**config.mk**
```make
export PLATFORM = sky130hd
export DESIGN_NAME = dmem_byte_addr
export DESIGN_NICKNAME = d
export VERILOG_FILES = /design/src/rtl/dmem_byte_addr.sv
export SDC_FILE = /design/constraint.sdc
export NUM_CORES = 1
export LEC_CHECK = 0
export BUFFER_PORTS_ARGS = -buffer_cell sky130_fd_sc_hd__buf_4
export CAP_MARGIN = 15
export CORE_UTILIZATION = 30
export DETAILED_ROUTE_END_ITERATION = 7
export GPL_TIMING_DRIVEN = 0
export PLACE_DENSITY = 0.56
export SYNTH_ARGS = -nofsm -noshare
export SYNTH_HDL_FRONTEND = slang
export SYNTH_SLANG_ARGS = --single-unit
```
**constraint.sdc**
```tcl
create_clock -name clk -period 3.25 [get_ports clk]
set_input_delay 0.325 -clock clk [delete_from_list [all_inputs] [get_ports clk]]
set_output_delay 0.325 -clock clk [all_outputs]
set_load 0.02 [all_outputs]
```
**src/rtl/dmem_byte_addr.sv**
```systemverilog
// dmem_byte_addr -- byte-addressed 32-bit data memory with RV32I load/store sizes.
//
// Ports
//   clk          single clock, all state changes on the rising edge
//   rst_n        asynchronous active-low reset
//   r_enable     load request this cycle
//   w_enable     store request this cycle (with r_enable: store legality rules apply)
//   funct3       RV32I size code: 000 B, 001 H, 010 W, 100 BU, 101 HU
//   address      byte address
//   wr_data      store data, right-aligned
//   re_data      registered, extended load result (1-cycle latency, held otherwise)
//   ready        high when accesses are accepted (RUN state)
//   fault        one-cycle pulse for a rejected access
//   fault_cause  01 misaligned, 10 out of range, 11 illegal funct3; held until next fault
//   fsm_state    debug view of the FSM: 0 = INIT, 1 = RUN
//
// Handshake: an access is taken on every rising edge where
// (r_enable | w_enable) & ready. There is no other flow control; requests
// presented while ready = 0 are dropped, not stalled.
module dmem_byte_addr #(
  parameter int DEPTH     = 32,
  parameter int INIT_MODE = 2
) (
  input  logic        clk,
  input  logic        rst_n,
  input  logic        r_enable,
  input  logic        w_enable,
  input  logic [2:0]  funct3,
  input  logic [31:0] address,
  input  logic [31:0] wr_data,
  output logic [31:0] re_data,
  output logic        ready,
  output logic        fault,
  output logic [1:0]  fault_cause,
  output logic        fsm_state
);

  localparam int          AW    = $clog2(DEPTH);
  localparam logic [31:0] LIMIT = 32'(4 * DEPTH);

  typedef enum logic {
    S_INIT = 1'b0,
    S_RUN  = 1'b1
  } state_t;

  localparam state_t RESET_STATE = (INIT_MODE != 0) ? S_INIT : S_RUN;

  state_t         state, state_next;
  logic [AW-1:0]  init_cnt, init_cnt_next;
  logic [31:0]    mem [DEPTH];

  // ---------------------------------------------------------------- FSM
  always_ff @(posedge clk or negedge rst_n) begin
    if (!rst_n) begin
      state    <= RESET_STATE;
      init_cnt <= '0;
      ready    <= 1'b0;
    end else begin
      state    <= state_next;
      init_cnt <= init_cnt_next;
      // Registered so ready is low during reset even when the FSM resets into RUN.
      ready    <= (state_next == S_RUN);
    end
  end

  always_comb begin
    state_next    = state;
    init_cnt_next = init_cnt;
    case (state)
      S_INIT: begin
        init_cnt_next = init_cnt + AW'(1);
        if (init_cnt == AW'(DEPTH - 1)) begin
          state_next    = S_RUN;
          init_cnt_next = '0;
        end
      end
      S_RUN:   state_next = S_RUN;
      default: state_next = RESET_STATE;
    endcase
  end

  assign fsm_state = state;

  // ------------------------------------------------------- access decode
  logic [AW-1:0] word_idx;
  logic [1:0]    offset;
  logic          access, illegal, misaligned, out_of_range, any_fault;
  logic [1:0]    cause;

  assign word_idx = address[AW+1:2];
  assign offset   = address[1:0];
  assign access   = (r_enable | w_enable) & ready;

  always_comb begin
    illegal = 1'b0;
    if (w_enable) begin
      case (funct3)
        3'b000, 3'b001, 3'b010: illegal = 1'b0;
        default:                illegal = 1'b1;
      endcase
    end else begin
      case (funct3)
        3'b000, 3'b001, 3'b010, 3'b100, 3'b101: illegal = 1'b0;
        default:                                illegal = 1'b1;
      endcase
    end
  end

  assign misaligned   = ((funct3[1:0] == 2'b01) & address[0]) |
                        ((funct3 == 3'b010) & (offset != 2'b00));
  assign out_of_range = (address >= LIMIT);
  assign any_fault    = illegal | misaligned | out_of_range;

  always_comb begin
    cause = 2'b10;
    if (illegal)         cause = 2'b11;
    else if (misaligned) cause = 2'b01;
  end

  // ------------------------------------------------------ load/store data
  logic [31:0] old_word, load_val, store_rep, merged;
  logic [7:0]  byte_sel;
  logic [15:0] half_sel;
  logic [3:0]  lane_mask;

  // Combinational read of the pre-edge contents gives read-old behaviour
  // when a load and store hit the same word on one edge.
  assign old_word = mem[word_idx];
  assign byte_sel = old_word[{offset, 3'b000} +: 8];
  assign half_sel = offset[1] ? old_word[31:16] : old_word[15:0];

  always_comb begin
    load_val = old_word;
    case (funct3)
      3'b000:  load_val = {{24{byte_sel[7]}}, byte_sel};
      3'b001:  load_val = {{16{half_sel[15]}}, half_sel};
      3'b100:  load_val = {24'h0, byte_sel};
      3'b101:  load_val = {16'h0, half_sel};
      default: load_val = old_word;
    endcase
  end

  always_comb begin
    lane_mask = 4'b0000;
    store_rep = wr_data;
    case (funct3)
      3'b000: begin
        lane_mask = 4'b0001 << offset;
        store_rep = {4{wr_data[7:0]}};
      end
      3'b001: begin
        lane_mask = offset[1] ? 4'b1100 : 4'b0011;
        store_rep = {2{wr_data[15:0]}};
      end
      3'b010: lane_mask = 4'b1111;
      default: lane_mask = 4'b0000;
    endcase
  end

  always_comb begin
    merged = old_word;
    for (int i = 0; i < 4; i++) begin
      if (lane_mask[i]) merged[8*i +: 8] = store_rep[8*i +: 8];
    end
  end

  // ------------------------------------------------------------- memory
  logic          init_we, store_we;
  logic [31:0]   init_val;

  // While rst_n is held low the FSM sits at INIT index 0, so word 0 gets the
  // same value INIT writes right after release; no other word is touched.
  assign init_we  = (state == S_INIT) && (INIT_MODE != 0);
  assign init_val = (INIT_MODE == 1) ? 32'h0 : 32'(init_cnt);
  assign store_we = access & w_enable & ~any_fault;

  always_ff @(posedge clk) begin
    if (init_we)       mem[init_cnt] <= init_val;
    else if (store_we) mem[word_idx] <= merged;
  end

  // ------------------------------------------------------ output registers
  always_ff @(posedge clk or negedge rst_n) begin
    if (!rst_n) begin
      re_data     <= 32'h0;
      fault       <= 1'b0;
      fault_cause <= 2'b00;
    end else begin
      fault <= access & any_fault;
      if (access & any_fault)           fault_cause <= cause;
      if (access & r_enable & ~any_fault) re_data   <= load_val;
    end
  end

endmodule

```
Yosys cells after proc, flatten, opt, wreduce, memory -nomap -nowiden --
Memory sizes are Yosys's and may differ from the RTL's. Index checks and enable logic that the tools add are counted.
Word-level totals: register bits after elaboration 41, RAM bits 1024, bits of input ports 71, output and inout port bits 37, word-level logic and storage cells 59, memories 1
Memories:
- mem | depth 32, bits a word 32, rd ports 1, clocked after Yosys merged registers in 0, wr ports 1, RTL line 50 | logic [31:0] mem [DEPTH];
Cells by class: $add $sub $neg 1, magnitude comparators 1, eq/ne operators 6, shifts and indexed selects 2, muxes and demuxes 24, bitwise operators 14, reductions and logical operators 5
Operators with widths (count):
- one-hot mux 32 bit (4 select lines) | 1
- one-hot mux 32 bit (2 select lines) | 1
- greater-or-equal comparator 32 x 8 -> 1 bit, second input constant | 1
- two-way mux 32 bit | 1
- two-way mux 8 bit | 4
- OR reduction 32 bit | 1
- variable part select 32 x 6 -> 8 bit | 1
- two-way mux 16 bit | 1
- one-hot mux 4 bit (3 select lines) | 1
- two-way mux 5 bit | 2
- two-way mux 1 bit | 9
- AND 1 bit | 8
- equality test 3 bit, second input constant | 2
- adder 5 x 1 -> 5 bit, second input constant | 1
- equality test 5 bit, second input constant | 1
- OR reduction 5 bit | 1
- two-way mux 2 bit | 2
- two-way mux 4 bit | 1
- bitwise OR 1 bit | 4
- << shifter 1 x 2 -> 4 bit, first input constant | 1
- equality test 3 x 1 -> 1 bit, second input constant | 1
- equality test 3 x 2 -> 1 bit, second input constant | 1
- zero test 3 bit | 1
- OR reduction 3 bit | 1
- 4 further kinds | 5

Logic depth before layout (Yosys ltp) --
word-level depth 13, gate-level depth with buffers 12, depth with buffers taken out 6

Worst setup path after synthesis --
OpenSTA, ideal clock, no wires.
kind input-to-reg, start point input address[3], end point memory mem[0][19], data pin, library setup time 0.491 ns, arrival 3.612 ns, required time 2.759 ns, slack -0.853 ns, cell stages on the path 11, buffers on the path 6, cell sequence buf_6 -> buf_6 -> buf_4 -> buf_4 -> buf_2 -> buf_2 -> mux4_2 -> mux2i_1 -> a211oi_1 -> nor2_1 -> a311oi_1
On the way: cells in the longest elaborated chain, start to end 9, elaborated cells between the ends (all ways) 11, those cells by class order compare (1); mux (5); bitwise (3); reduce/logical (1); memory (1)
Ends and longest elaborated chain:
- from (decl) | RTL line 29 | input logic [31:0] address,
- greater-or-equal comparator 32 x 8 -> 1 bit | RTL line 111 | assign out_of_range = (address >= LIMIT);
- bitwise OR 1 bit | RTL line 112 | assign any_fault = illegal | misaligned | out_of_range;
- inverter 1 bit | RTL line 175 | assign store_we = access & w_enable & ~any_fault;
- AND 1 bit | RTL line 175
- two-way mux 1 bit | RTL line 179 | else if (store_we) mem[word_idx] <= merged;
- two-way mux 1 bit | RTL line 178 | if (init_we) mem[init_cnt] <= init_val;
- two-way mux 1 bit (not written as such) | RTL line 179
- OR reduction 32 bit (no source line)
- two-way mux 32 bit (no source line) (*)
- to (decl) | RTL line 50
Every way passes the cells marked *; elsewhere a longest branch is shown, timed or not.

Worst setup path in the final report --
start point input funct3[0], end point memory mem[3][17], enable pin
On the way: cells in the longest elaborated chain, start to end 13, elaborated cells between the ends (all ways) 24, those cells by class eq/ne (5); mux (8); bitwise (7); reduce/logical (4)
Ends and longest elaborated chain:
- from (decl) | RTL line 28 | input logic [2:0] funct3,
- equality test 3 x 2 -> 1 bit (tied with other cells) | RTL line 97, 102, 110
- OR reduction 5 bit / OR reduction 3 bit (equally long branches) | RTL line 102, 97
- two-way mux 1 bit, on equally long branches | RTL line 102, 97
- two-way mux 1 bit | RTL line 96 | if (w_enable) begin
- bitwise OR 1 bit (*) (2 in series) | RTL line 112
- inverter 1 bit (*) | RTL line 175
- AND 1 bit (*) | RTL line 175
- two-way mux 1 bit (*) | RTL line 179
- two-way mux 1 bit (*) | RTL line 178
- two-way mux 1 bit (not written as such) (*) | RTL line 179
- OR reduction 32 bit (no source line)
- two-way mux 5 bit (no source line) / two-way mux 1 bit (equally long branches)
Marks and branches as above.

==> results.md <==
- The flow ran to the end, and the final reports show no timing, DRC or antenna violations.
- From bottom edge to top edge, the die measures 378 um.
- The largest area contributor in the netlist is sky130_fd_sc_hd__edfxtp_1.
- The critical path is of the in2reg type.
- VDD sags by at most 417 uV.
- In this run the most used layer during global routing was met2.
- The CTS H-tree depth is 3.
- The cell area after synthesis is 0.0424 sq mm.
- The clock skew after layout is 48.8 ps.
- The worst-case setup margin in the final layout is 1.49 ps.
- The initial standard-cell utilization of the core is 0.303.
- The HPWL after detailed placement is 97,900 um.
- The via count of the first global-routing pass was 23,797.
- After synthesis the netlist holds a flip-flop and latch count of 1,065.
- For this design the top-level I/O count stands at 108.
- The average cell area after synthesis is 20.4 sq um.
- Setup repair after global routing left no endpoint under its margin.
- Yosys mapped the design onto 59 distinct sky130hd cell types.
- Data on the critical path arrives at its endpoint at 3670 ps.
- The post-layout minimum cycle time is 3250 ps.
- The tool flagged a number of max-cap violations equal to 0.
- The count of port buffers added during placement is 101.
- In the final routed layout, each cell accounts on average for 32.6 um.
- The floorplan has 137 rows.
- STA puts the critical path data required time at 3670 ps.
- TritonCTS built the clock tree.
- The leakage power total is 18.7 nW.
- The first routing iteration left 3,090 violations.
- In the synthesized netlist, the cells that appear most often are sky130_fd_sc_hd__edfxtp_1 (1,024), sky130_fd_sc_hd__mux4_2 (261), sky130_fd_sc_hd__nor2_1 (113).
- The die covers 0.143 sq mm.
- The wire length after detailed routing is 143,000 um.
- The type of the worst min-delay path is in2reg.
- The area added between synthesis and finish is 21.9%.
- The die is 378 um wide.
- The count of final hold-check violations is 0.
- The number of nets in the synthesized netlist is 2,157.
- Counting every instance in the synthesized netlist gives 2,084.
- The first global-routing pass estimated 195,000 um of wire.
- The number of remaining DRC errors is 0.
- Sorting the synthesized cells by area gives the leading types as sky130_fd_sc_hd__edfxtp_1 (72%), sky130_fd_sc_hd__mux4_2 (14%), sky130_fd_sc_hd__dfrtp_1 (2.4%), sky130_fd_sc_hd__mux2i_1 (2.1%), sky130_fd_sc_hd__nor2_1 (1.0%).
- Along the worst path, the maximum fanout reaches 14.
- The final clock period utilization by the worst path is 1.00.
- The buffer type at the clock tree root is sky130_fd_sc_hd__clkbuf_16.
- Counting the buffers created by CTS gives 106.
- Counting tap cells, the placed design contains a total of 4,127 instances.
- The met3 usage is 0.0534.
- Entering global routing, the biggest net connects 42 pins.
- The routability congestion estimate is 0.992.
- After synthesis, the share of flip-flops with an asynchronous set or reset is 0.0385.
- At the pin with the least slew margin, the transition time is 1280 ps.
- For this run, the leading register cell type out of synthesis is sky130_fd_sc_hd__edfxtp_1.
- The number of antenna violations at the first check in global routing is 6.
- The nature of the critical path endpoint is a flip-flop.
- The clock transition time at the flip-flop clock pins of the worst setup and hold paths is 60 ps.
- The remaining global-route overflow is 0.
- The total area inside the core boundary comes to 0.140 sq mm.
- The total number of vias is 24,061.
- In the post-synthesis netlist, the cell with the most instances is sky130_fd_sc_hd__edfxtp_1.
- The count of yosys warnings during synthesis is 0.
- For the worst-skew pair, the clock arrives at the later sink with an insertion delay of 720 ps.
- The aggregate global-route resource usage is 0.200.
- Setup violations remaining at the end of the flow were counted as 0.
- The cell area power density is 538 mW/mm^2.
- The total number of nets in the final design is 2,488.
- The number of nets with antenna violations after routing is 0.
- After the flow finishes, the layout carries non-filler instances totaling 4,381.
- The register area share after synthesis is 0.749.
- The count of final max-slew check failures is 0.
- The relative max-transition margin is 0.140.
- CTS saw 1,065 sinks.
- In this run, synthesis inferred 1,024 flip-flops with an integrated enable.
- No sink is reached through more buffers than the 3 on the longest clock path.
- The filler cells instantiated in the layout total 12,805.
- Static timing analysis puts the maximum clock frequency at 0.308 GHz.
- For this run, global-route usage on met1 was measured as 0.284.
- The worst setup path is launched from a primary input.
- Using the TritonRoute via totals, the vias-per-cell ratio works out to 5.49.
- The met2 usage is 0.296.
- Before antenna repair, the detailed router went through 6 iterations.
- The fraction of layout cells with a size suffix above 1 is 0.337.
- The proportion of netlist area held by the largest area contributor is 0.725.
- Prior to clock tree synthesis, the placed netlist has a worst setup slack of -2170 ps.
==> metrics by stage <==
step	hold slack, ps	power (W)	utilization	instance area (sq um)	setup TNS, ps
4_1_cts	68.2	0.0280	0.369	51600	0
6_report	139	0.0278	0.370	51700	0
3_3_place_gp	374	0.0163	0.327	45700	-4915370
3_5_place_dp	388	0.0163	0.338	47300	-2784580
5_1_grt	153	0.0285	0.370	51700	0
2_1_floorplan	29.4	0.0157	-	42600	-120400
==> logic make-up after synthesis <==
group	after synthesis	synth area share
muxes	375	0.166
buffers and inverters	135	0.0157
and+or+nand+nor	286	0.0316
DFF	1065	0.749
AOI/OAI and AO/OA	221	0.0371
adders and majority gates	2	0.000590
==> cell usage in the layout, fill, tap and decap left out, drive strengths merged, types with 5 or more instances in the layout <==
cell,netlist,final
a211o,7,7
a211oi,44,44
a21oi,35,38
a221oi,7,7
a22o,8,8
a22oi,20,20
a311oi,12,13
a31oi,5,5
and2,10,10
and3,12,12
buf,77,275
clkbuf,45,187
clkinv,0,47
clkinvlp,0,7
dfrtp,41,41
edfxtp,1024,1024
inv,13,17
mux2,24,24
mux2i,90,90
mux4,261,261
nand2,63,63
nand3,21,21
nand3b,8,8
nor2,113,122
nor2b,21,21
nor3,6,6
nor4,7,7
o211ai,6,6
o21ai,29,29
o22ai,16,16
o2bb2ai,8,8
or2,6,6
==> flip-flops by register name, indices dropped and copies added, names as in the netlist <==
register     cells
re_data         32
mem           1024
fault_cause      2
fsm_state        1
init_cnt         5
fault            1
==> layout make-up <==
| cell class | instances | area, sq um | share of cell area |
|---|---|---|---|
| inverters | 13 | 48.8 | 0.000943 |
| well taps | 1876 | 2350 | 0.0454 |
| flip-flops and latches | 1065 | 31800 | 0.614 |
| plain buffers | 118 | 713 | 0.0138 |
| repair buffers | 214 | 2590 | 0.0502 |
| diodes | 1 | 2.50 | 0.0000484 |
| multi-input cells | 897 | 11000 | 0.212 |
| clock buffers | 135 | 2780 | 0.0538 |
| clock inverters | 62 | 489 | 0.00946 |
==> metal layers <==
metal / vias up / wire length (um)
met1: 13016 / 60000
met2: 1390 / 63300
li1: 9396 / -
met4: 12 / 4660
met5: - / 121
met3: 247 / 14900
==> worst max-delay path: stages <==
cell	delay, ps
sky130_fd_sc_hd__buf_4	160
sky130_fd_sc_hd__clkbuf_1	470
sky130_fd_sc_hd__nand2_1	180
sky130_fd_sc_hd__a21oi_2	450
sky130_fd_sc_hd__nor3_4	180
sky130_fd_sc_hd__and3_1	290
sky130_fd_sc_hd__a32oi_1	890
sky130_fd_sc_hd__buf_4	340
sky130_fd_sc_hd__nor2_4	130
sky130_fd_sc_hd__buf_12	200
==> final timing paths <==
kind	start	end	slack, ps	cells past startpoint
setup / recovery	funct3[0]	mem[3][17]$_DFFE_PP_	1	10
hold / removal	w_enable	fault$_DFF_PN0_	140	3
min in group asynchronous	rst_n	init_cnt[3]$_DFFE_PN0N_	180	2
hold reg to reg	re_data[15]$_DFFE_PN0P_	re_data[15]$_DFFE_PN0P_	520	1
max in group asynchronous	rst_n	re_data[15]$_DFFE_PN0P_	2490	2
setup reg to reg	fsm_state$_DFF_PN0_	mem[4][17]$_DFFE_PP_	60	7
==> power breakdown <==
part           internal [W]  total, W  switching, W
clock network       0.00640    0.0117       0.00529
logic              0.000433   0.00133      0.000895
registers            0.0148    0.0148    0.00000156
==> timing repair <==
item,in CTS,in global routing
gates resized for setup,94,21
hold endpoints to repair,42,0
setup endpoints to repair,2064,498
cloned,13,0
hold buffers,3,0
pin swaps,39,7
buffers inserted,33,9
Note: power is estimated with default switching activity, not from simulation.
